<file path="config.mk">
export PLATFORM = sky130hd
export DESIGN_NAME = vg93_mfm_rdgen
export DESIGN_NICKNAME = d
export VERILOG_FILES = /design/src/rtl/vg93_mfm_rdgen.sv
export SDC_FILE = /design/constraint.sdc
export NUM_CORES = 1
export LEC_CHECK = 0
export ABC_CLOCK_PERIOD_IN_PS = 2600
export BUFFER_PORTS_ARGS = -buffer_cell sky130_fd_sc_hd__buf_2
export CAP_MARGIN = 5
export CORE_UTILIZATION = 60
export DETAILED_ROUTE_END_ITERATION = 7
export PLACE_DENSITY = 0.82
export SLEW_MARGIN = 20
export SYNTH_ARGS = -nofsm -noshare
export SYNTH_HDL_FRONTEND = slang
export SYNTH_SLANG_ARGS = --single-unit
</file>
<file path="constraint.sdc">
create_clock -name fclk -period 2.6 [get_ports fclk]
set_input_delay 0.26 -clock fclk [delete_from_list [all_inputs] [get_ports fclk]]
set_output_delay 0.26 -clock fclk [all_outputs]
set_load 0.01 [all_outputs]
</file>
<file path="src/rtl/vg93_mfm_rdgen.sv">
`default_nettype none
// ============================================================================
// Module  : vg93_mfm_rdgen
// Brief   : MFM serializer producing the active-low raw read pulse train for
//           the vg93 read path, with A1/C2 sync marks and 0x4E gap fill.
// Rev     : 1.0 - initial release
// ============================================================================
module vg93_mfm_rdgen #(
    parameter int         HALFCELL = 56,
    parameter int         PULSE_W  = 8,
    parameter logic [7:0] FILLER   = 8'h4E
) (
    input  logic       fclk,
    input  logic       rst_n,
    input  logic       enable,
    input  logic [7:0] din,
    input  logic [1:0] din_mark,
    input  logic       din_valid,
    output logic       din_ready,
    output logic       rdat_n,
    output logic       byte_stb,
    output logic       underrun
);

    localparam int                c_HC_W    = $clog2(HALFCELL);
    localparam logic [c_HC_W-1:0] c_HC_LAST = c_HC_W'(HALFCELL - 1);
    localparam logic [c_HC_W-1:0] c_PULSE   = c_HC_W'(PULSE_W);

    localparam logic [0:0] c_ST_IDLE = 1'b0;
    localparam logic [0:0] c_ST_RUN  = 1'b1;

    logic [0:0]        r_state;
    logic [c_HC_W-1:0] r_hc;
    logic [3:0]        r_idx;
    logic [7:0]        r_shift;
    logic [1:0]        r_mark;
    logic              r_prev;
    logic              r_hold_full;
    logic [7:0]        r_hold_byte;
    logic [1:0]        r_hold_mark;
    logic              r_rdat_n;
    logic              r_byte_stb;
    logic              r_underrun;

    logic [2:0] w_bit_sel;
    logic       w_bit;
    logic       w_drop;
    logic       w_clk;
    logic       w_cellbit;
    logic       w_hc_last;
    logic       w_boundary;
    logic       w_take;

    // Even half-cell index is the clock window, odd is the data window of bit 7-idx/2.
    assign w_bit_sel  = 3'd7 - r_idx[3:1];
    assign w_bit      = r_shift[w_bit_sel];
    assign w_drop     = ((r_mark == 2'b01) && (w_bit_sel == 3'd2)) ||
                        ((r_mark == 2'b10) && (w_bit_sel == 3'd3));
    assign w_clk      = ~r_prev & ~w_bit & ~w_drop;
    assign w_cellbit  = r_idx[0] ? w_bit : w_clk;
    assign w_hc_last  = (r_hc == c_HC_LAST);
    assign w_boundary = enable & ((r_state == c_ST_IDLE) | (w_hc_last & (r_idx == 4'd15)));
    assign w_take     = din_valid & ~r_hold_full;

    always_ff @(posedge fclk or negedge rst_n) begin
        if (!rst_n) begin
            r_state     <= c_ST_IDLE;
            r_hc        <= '0;
            r_idx       <= '0;
            r_shift     <= '0;
            r_mark      <= '0;
            r_prev      <= 1'b0;
            r_hold_full <= 1'b0;
            r_hold_byte <= '0;
            r_hold_mark <= '0;
            r_rdat_n    <= 1'b1;
            r_byte_stb  <= 1'b0;
            r_underrun  <= 1'b0;
        end else begin
            r_byte_stb <= 1'b0;
            r_underrun <= 1'b0;

            // The holding register keeps running while the stream is stopped.
            if (w_take) begin
                r_hold_full <= 1'b1;
                r_hold_byte <= din;
                r_hold_mark <= din_mark;
            end else if (w_boundary && r_hold_full) begin
                r_hold_full <= 1'b0;
            end

            if (!enable) begin
                r_state  <= c_ST_IDLE;
                r_hc     <= '0;
                r_idx    <= '0;
                r_prev   <= 1'b0;
                r_rdat_n <= 1'b1;
            end else begin
                if (r_state == c_ST_RUN) begin
                    r_rdat_n <= ~(w_cellbit & (r_hc < c_PULSE));
                    r_hc     <= w_hc_last ? '0 : r_hc + 1'b1;
                    if (w_hc_last) begin
                        r_idx <= r_idx + 4'd1;
                        if (r_idx[0]) begin
                            r_prev <= w_bit;
                        end
                    end
                end else begin
                    r_rdat_n <= 1'b1;
                end

                if (w_boundary) begin
                    r_state    <= c_ST_RUN;
                    r_hc       <= '0;
                    r_idx      <= '0;
                    r_byte_stb <= 1'b1;
                    if (r_hold_full) begin
                        r_shift <= r_hold_byte;
                        r_mark  <= r_hold_mark;
                    end else begin
                        r_shift    <= FILLER;
                        r_mark     <= 2'b00;
                        r_underrun <= 1'b1;
                    end
                end
            end
        end
    end

    assign din_ready = ~r_hold_full;
    assign rdat_n    = r_rdat_n;
    assign byte_stb  = r_byte_stb;
    assign underrun  = r_underrun;

endmodule
`default_nettype wire

</file>
Word-level counts from Yosys, hierarchy flattened:

Index checks and enable logic that the tools add are counted.

* flip-flop bits (word level): 36
* word-level logic and storage cells: 78

* $add $sub $neg: 3
* muxes and demuxes: 28
* reduce and logical (&&, ||, !) cells: 8
* $lt $le $gt $ge: 2
* equal/unequal tests: 12
* bitwise operators: 13

Operators by type and width (count)
* 6-bit 2-to-1 mux: 4
* 1-bit 2-to-1 mux: 17
* 4-bit 2-to-1 mux: 4
* 8-bit 2-to-1 mux: 1
* 2-bit by 1-bit != test with 1-bit output (second input constant): 4
* 6-bit by 1-bit adder with 6-bit output (second input constant): 1
* 1-bit AND: 6
* 3-bit by 2-bit equality test with 1-bit output (second input constant): 2
* 6-bit equality test (second input constant): 1
* 6-bit by 4-bit < comparator with 1-bit output (second input constant): 1
* 3-bit by 1-bit != test with 1-bit output (second input constant): 2
* 1-bit NOT: 6
* 4-bit by 1-bit adder with 4-bit output (second input constant): 1
* 4-bit equality test (second input constant): 1
* 3-bit by 4-bit < comparator with 1-bit output (second input constant): 1
* 2-bit AND reduction: 2
* 1-bit binary-select mux with 3-bit select: 1
* 1-bit logical AND: 3
* 3-bit AND reduction: 1
* 3-bit subtractor (first input constant): 1
* 2-bit by 1-bit equality test with 1-bit output (second input constant): 1
* 2-bit equality test (second input constant): 1
* 2-bit 2-to-1 mux: 1
* 2-bit nonzero test: 1
* other kinds (2): 2

Longest topological paths before layout:

* depth after elaboration: 11
* gate-level depth with buffers: 6
* gate-level depth less buffers: 6

Worst setup path before layout:

OpenSTA, ideal clock, no wires.

* path type: register to register
* start point: register r_hc[0]
* end point: register r_shift[3]
* path slack: 858 ps
* period minus slack after synthesis: 1742 ps
* stages on the path, launching flop included: 7
* data arrival time: 1617 ps
* path buffers: 0
* required time: 2475 ps
* cell sequence: dfrtp_1 -> ha_1 -> nand4_1 -> o31ai_2 -> nand2_2 -> inv_2 -> mux2_2

* longest elaborated chain between the ends: 5

RTL lines
* start, declared: line 33 `logic [c_HC_W-1:0] r_hc;`
* start signal, assigned: line 101 `r_hc <= w_hc_last ? '0 : r_hc + 1'b1;`
* 6-bit equality test: line 61 `assign w_hc_last = (r_hc == c_HC_LAST);`
* 1-bit AND: line 62 `assign w_boundary = enable & ((r_state == c_ST_IDLE) | (w_hc_last & (r_idx == 4'd15)));`
* 1-bit OR: line 62
* 1-bit AND: line 62
* 2-bit AND reduction (no line)
* end signal, assigned: line 118 `r_shift <= r_hold_byte;`
* end, declared: line 35 `logic [7:0] r_shift;`

No other way between the ends.
A chain may end at the register's enable or synchronous reset.

Worst setup path in the final report:

Same ends and word-level chain as after synthesis.

==> run_results.csv <==
group,metric,value,unit
cts,clkSlewWorstSetupHoldPaths,0.11,ns
hold_path,hp-start,"enable",
worst_setup_path,crit_required,2.84,ns
final_layout,final_layout_size_suffix_gt1_frac,0.331,
floorplan,die_y,53.1,um
global_routing,use_met2,0.376,
worst_setup_path,cp_top_family,"simple AND/OR/NAND/NOR gates",
global_routing,groute.usage.overall,0.241,
sta,timing.fmax,498,MHz
cts,clk_latency,0.34,ns
cts,cts_resized,0,
sta,max-slew-margin-rel,0.484,
sta,rsz0062_at_grt,"no",
worst_setup_path,crit_path_start,"r_hc[0]$_DFFE_PN0P_",
worst_setup_path,cp-end-kind,"flip-flop",
global_routing,grt.overflow.total,0,
cts,cts-root-buf,"clkbuf_4",
global_routing,use_met1,0.308,
cts,post_cts_buffers,0,
hold_path,hold_class,"in2reg",
final_layout,final_cells,175,
pwr,p_leak,0.760,nW
routing,avgRoutedWirePerCell,15.8,um
global_routing,top_usage_layer,"met2",
synth,yosysSeqAreaShare,0.576,
sta,finalWorstPathRequiredPeriod,2.01,ns
sta,period_share,0.773,
sta,finClkSkew,0.00622,ns
floorplan,rows,18,
synth,synth_fp_nets,140,
worst_setup_path,worst-r2r-setup-slack,0.59,ns
routing,drt-initial-drc-count,28,
cts,cts_buffers,5,
placed_design,gp_congestion,0.878,
synth,syn-cell-area,0.00157,mm2
synth,synth_warnings,0,
routing,viasPerCell,5.93,
floorplan,ios,18,
synth,syn_avg_cell_area,12.6,um2
synth,netlist_instances,124,
final_layout,diodes,0,
routing,drcViolationCount,0,
routing,firstDrtPassIters,4,
cts,clock_path_buffers,2,
cts,cts_hold_buffers,1,
sta,hold_viol,0,
cts,htreeDepth,2,
synth,synth_seq_cells,36,
routing,vias,1038,
hold_path,min_path_cells,1,
worst_setup_path,path_class,"reg2reg",
routing,antenna_left,0,
worst_setup_path,cp_slowest_cell,"dfrtp_1",
cts,cts_tree,"built",
final_layout,nNetsFinal,160,
placed_design,place_worst_setup_slack,0.596,ns
floorplan,die_w,53.1,um
hold_path,min_to,"r_state$_DFFE_PN0P_",
global_routing,grt_max_degree,37,
global_routing,grt_pass1_wl,4520,um
pwr,irDropWorstVdd,0.000652,V
global_routing,met3_usage,0.0862,
sta,layout_setup_ws,0.590,ns
worst_setup_path,cp_cell_sequence,"ha_1 > nand4_1 > o31ai_2 > nand2_2 > inv_2 > mux2_2",
pwr,power_per_cell_area,676,mW/mm2
sta,drv_slew,0,
synth,yosysUniqueCellTypes,39,
sta,final.setup.tns,0,ns
worst_setup_path,crit_arrival,2.25,ns
placed_design,place_inst,166,
floorplan,coreArea,0.00248,mm2
global_routing,antenna_found_initial,0,
worst_setup_path,worstReg2RegEnd,"r_shift[3]$_DFFE_PN0P_",
floorplan,start_util,0.632,
final_layout,area_delta_synth_final,10.1,%
run_status,outcome,"complete, no violations",
routing,routed_wl,2770,um
placed_design,hpwl,1980,um
final_layout,fill_cells,188,
global_routing,grt_pass1_vias,961,
cts,clock-sinks,36,
worst_setup_path,critPathMaxFanout,8,
worst_setup_path,critPathBufInv,1,
sta,setup_viol,0,
worst_setup_path,r2r_start,"r_hc[0]$_DFFE_PN0P_",
worst_setup_path,crit_path_start_kind,"flip-flop",
floorplan,die_area,0.00282,mm2
run,drv_cap,0,
worst_setup_path,cp_slowest_stage_delay,0.41,ns
worst_setup_path,reg2regPathDepth,6,
placed_design,port_buffers,17,
sta,tightest_slew,0.774,ns
cells in the final DEF, fill, tap and decap left out, types with 3 or more instances in the layout:
cell type,n
dfrtp_1,35
buf_2,17
nor2_1,12
mux2_2,11
a22o_1,6
nand3_1,5
clkbuf_4,5
a21oi_1,4
nand2_1,4
and2_1,3
o22a_1,3
xnor2_1,3
worst register-to-register path, delay by kind of cell (launching register included):
| kind | cells | cell delay [ns] |
|---|---|---|
| simple gates | 2 | 0.44 |
| flops | 1 | 0.41 |
| compound gates | 1 | 0.38 |
| mux | 1 | 0.34 |
| fa+ha+maj | 1 | 0.22 |
| buf+inv | 1 | 0.13 |
sequential cells by signal, summed over array words and instances (netlist names):
name,flops
byte_stb,1
r_hc,6
r_hold_byte,8
r_hold_full,1
r_hold_mark,2
r_idx,4
r_mark,2
r_prev,1
r_shift,8
r_state,1
rdat_n,1
underrun,1
how the worst max path moves through the flow:
stage	cells past startpoint	end	slack [ns]
floorplan	6	r_shift[3]$_DFFE_PN0P_	0.86
detailed placement	6	r_shift[3]$_DFFE_PN0P_	0.60
global placement	6	r_shift[3]$_DFFE_PN0P_	0.74
global route	6	r_shift[3]$_DFFE_PN0P_	0.39
finish	6	r_shift[3]$_DFFE_PN0P_	0.59
CTS	6	r_shift[3]$_DFFE_PN0P_	0.58
per-layer routing:
metal	wire length, um	vias to the layer above
li1	-	481
met1	1220	518
met2	1350	33
met3	149	6
met4	47	0
met5	0	-
stage by stage:
step                area, um2  hold slack [ns]  power, mW  utilization
global placement         1650            0.357      0.864        0.668
floorplan                1570          -0.0356      0.816            -
finish                   1730           0.0948       1.17        0.696
CTS                      1730           0.0737       1.18        0.696
global route             1730           0.0650       1.23        0.696
detailed placement       1650            0.370      0.881        0.668
cell families (layout without fill, tap and decap cells):
group / after synthesis / in the layout / share of synthesized area
compound gates: 20 / 20 / 0.0982
xor+xnor: 5 / 5 / 0.0280
fa+ha+maj: 2 / 2 / 0.0160
buf+inv: 9 / 30 / 0.0343
flops: 36 / 36 / 0.576
mux: 14 / 14 / 0.117
simple gates: 38 / 38 / 0.130
where the power goes:
group / leakage (nW) / internal [mW] / switching [mW]
Combinational: 0.284 / 0.104 / 0.0636
Clock: 0.0274 / 0.106 / 0.193
Sequential: 0.449 / 0.646 / 0.0534
Total: 0.760 / 0.857 / 0.310
layout make-up:
class                           count  area, um2  share of cell area
Clock buffer                        5       37.5              0.0218
Clock inverter                      3       23.8              0.0138
Inverter                            3       11.3             0.00653
Multi-Input combinational cell     79        611               0.354
Sequential cell                    36        902               0.523
Tap cell                           30       37.5              0.0218
Timing Repair Buffer               19        103              0.0595
Yosys cell counts:
master / instances / share of area
nor4_2: 1 / 0.0080
buf_4: 1 / 0.0048
mux4_2: 2 / 0.029
buf_6: 2 / 0.014
a31o_2: 1 / 0.0056
o21ai_0: 2 / 0.0064
o211a_1: 1 / 0.0064
nor3_1: 1 / 0.0032
or2_2: 1 / 0.0040
dfrtp_1: 35 / 0.56
dfstp_2: 1 / 0.017
o21ai_1: 1 / 0.0032
mux2_2: 11 / 0.079
nand2_1: 4 / 0.0096
or2b_1: 1 / 0.0048
o22a_1: 3 / 0.017
inv_2: 1 / 0.0024
xnor2_1: 3 / 0.017
a41oi_1: 1 / 0.0056
nor2_1: 12 / 0.029
nor3b_1: 1 / 0.0048
nand3_1: 5 / 0.016
xor2_1: 2 / 0.011
or3b_2: 1 / 0.0056
nand4_1: 1 / 0.0040
nand2_2: 1 / 0.0040
ha_1: 2 / 0.016
buf_2: 1 / 0.0032
inv_1: 2 / 0.0048
and2_1: 3 / 0.012
nand2b_1: 1 / 0.0040
clkbuf_1: 2 / 0.0048
mux2_4: 1 / 0.0096
o31ai_2: 1 / 0.0080
a21oi_1: 4 / 0.013
a22o_1: 6 / 0.034
nor4_1: 2 / 0.0080
nor2b_1: 1 / 0.0040
nand3b_1: 2 / 0.0096
Note: power is estimated with default switching activity, not from simulation.
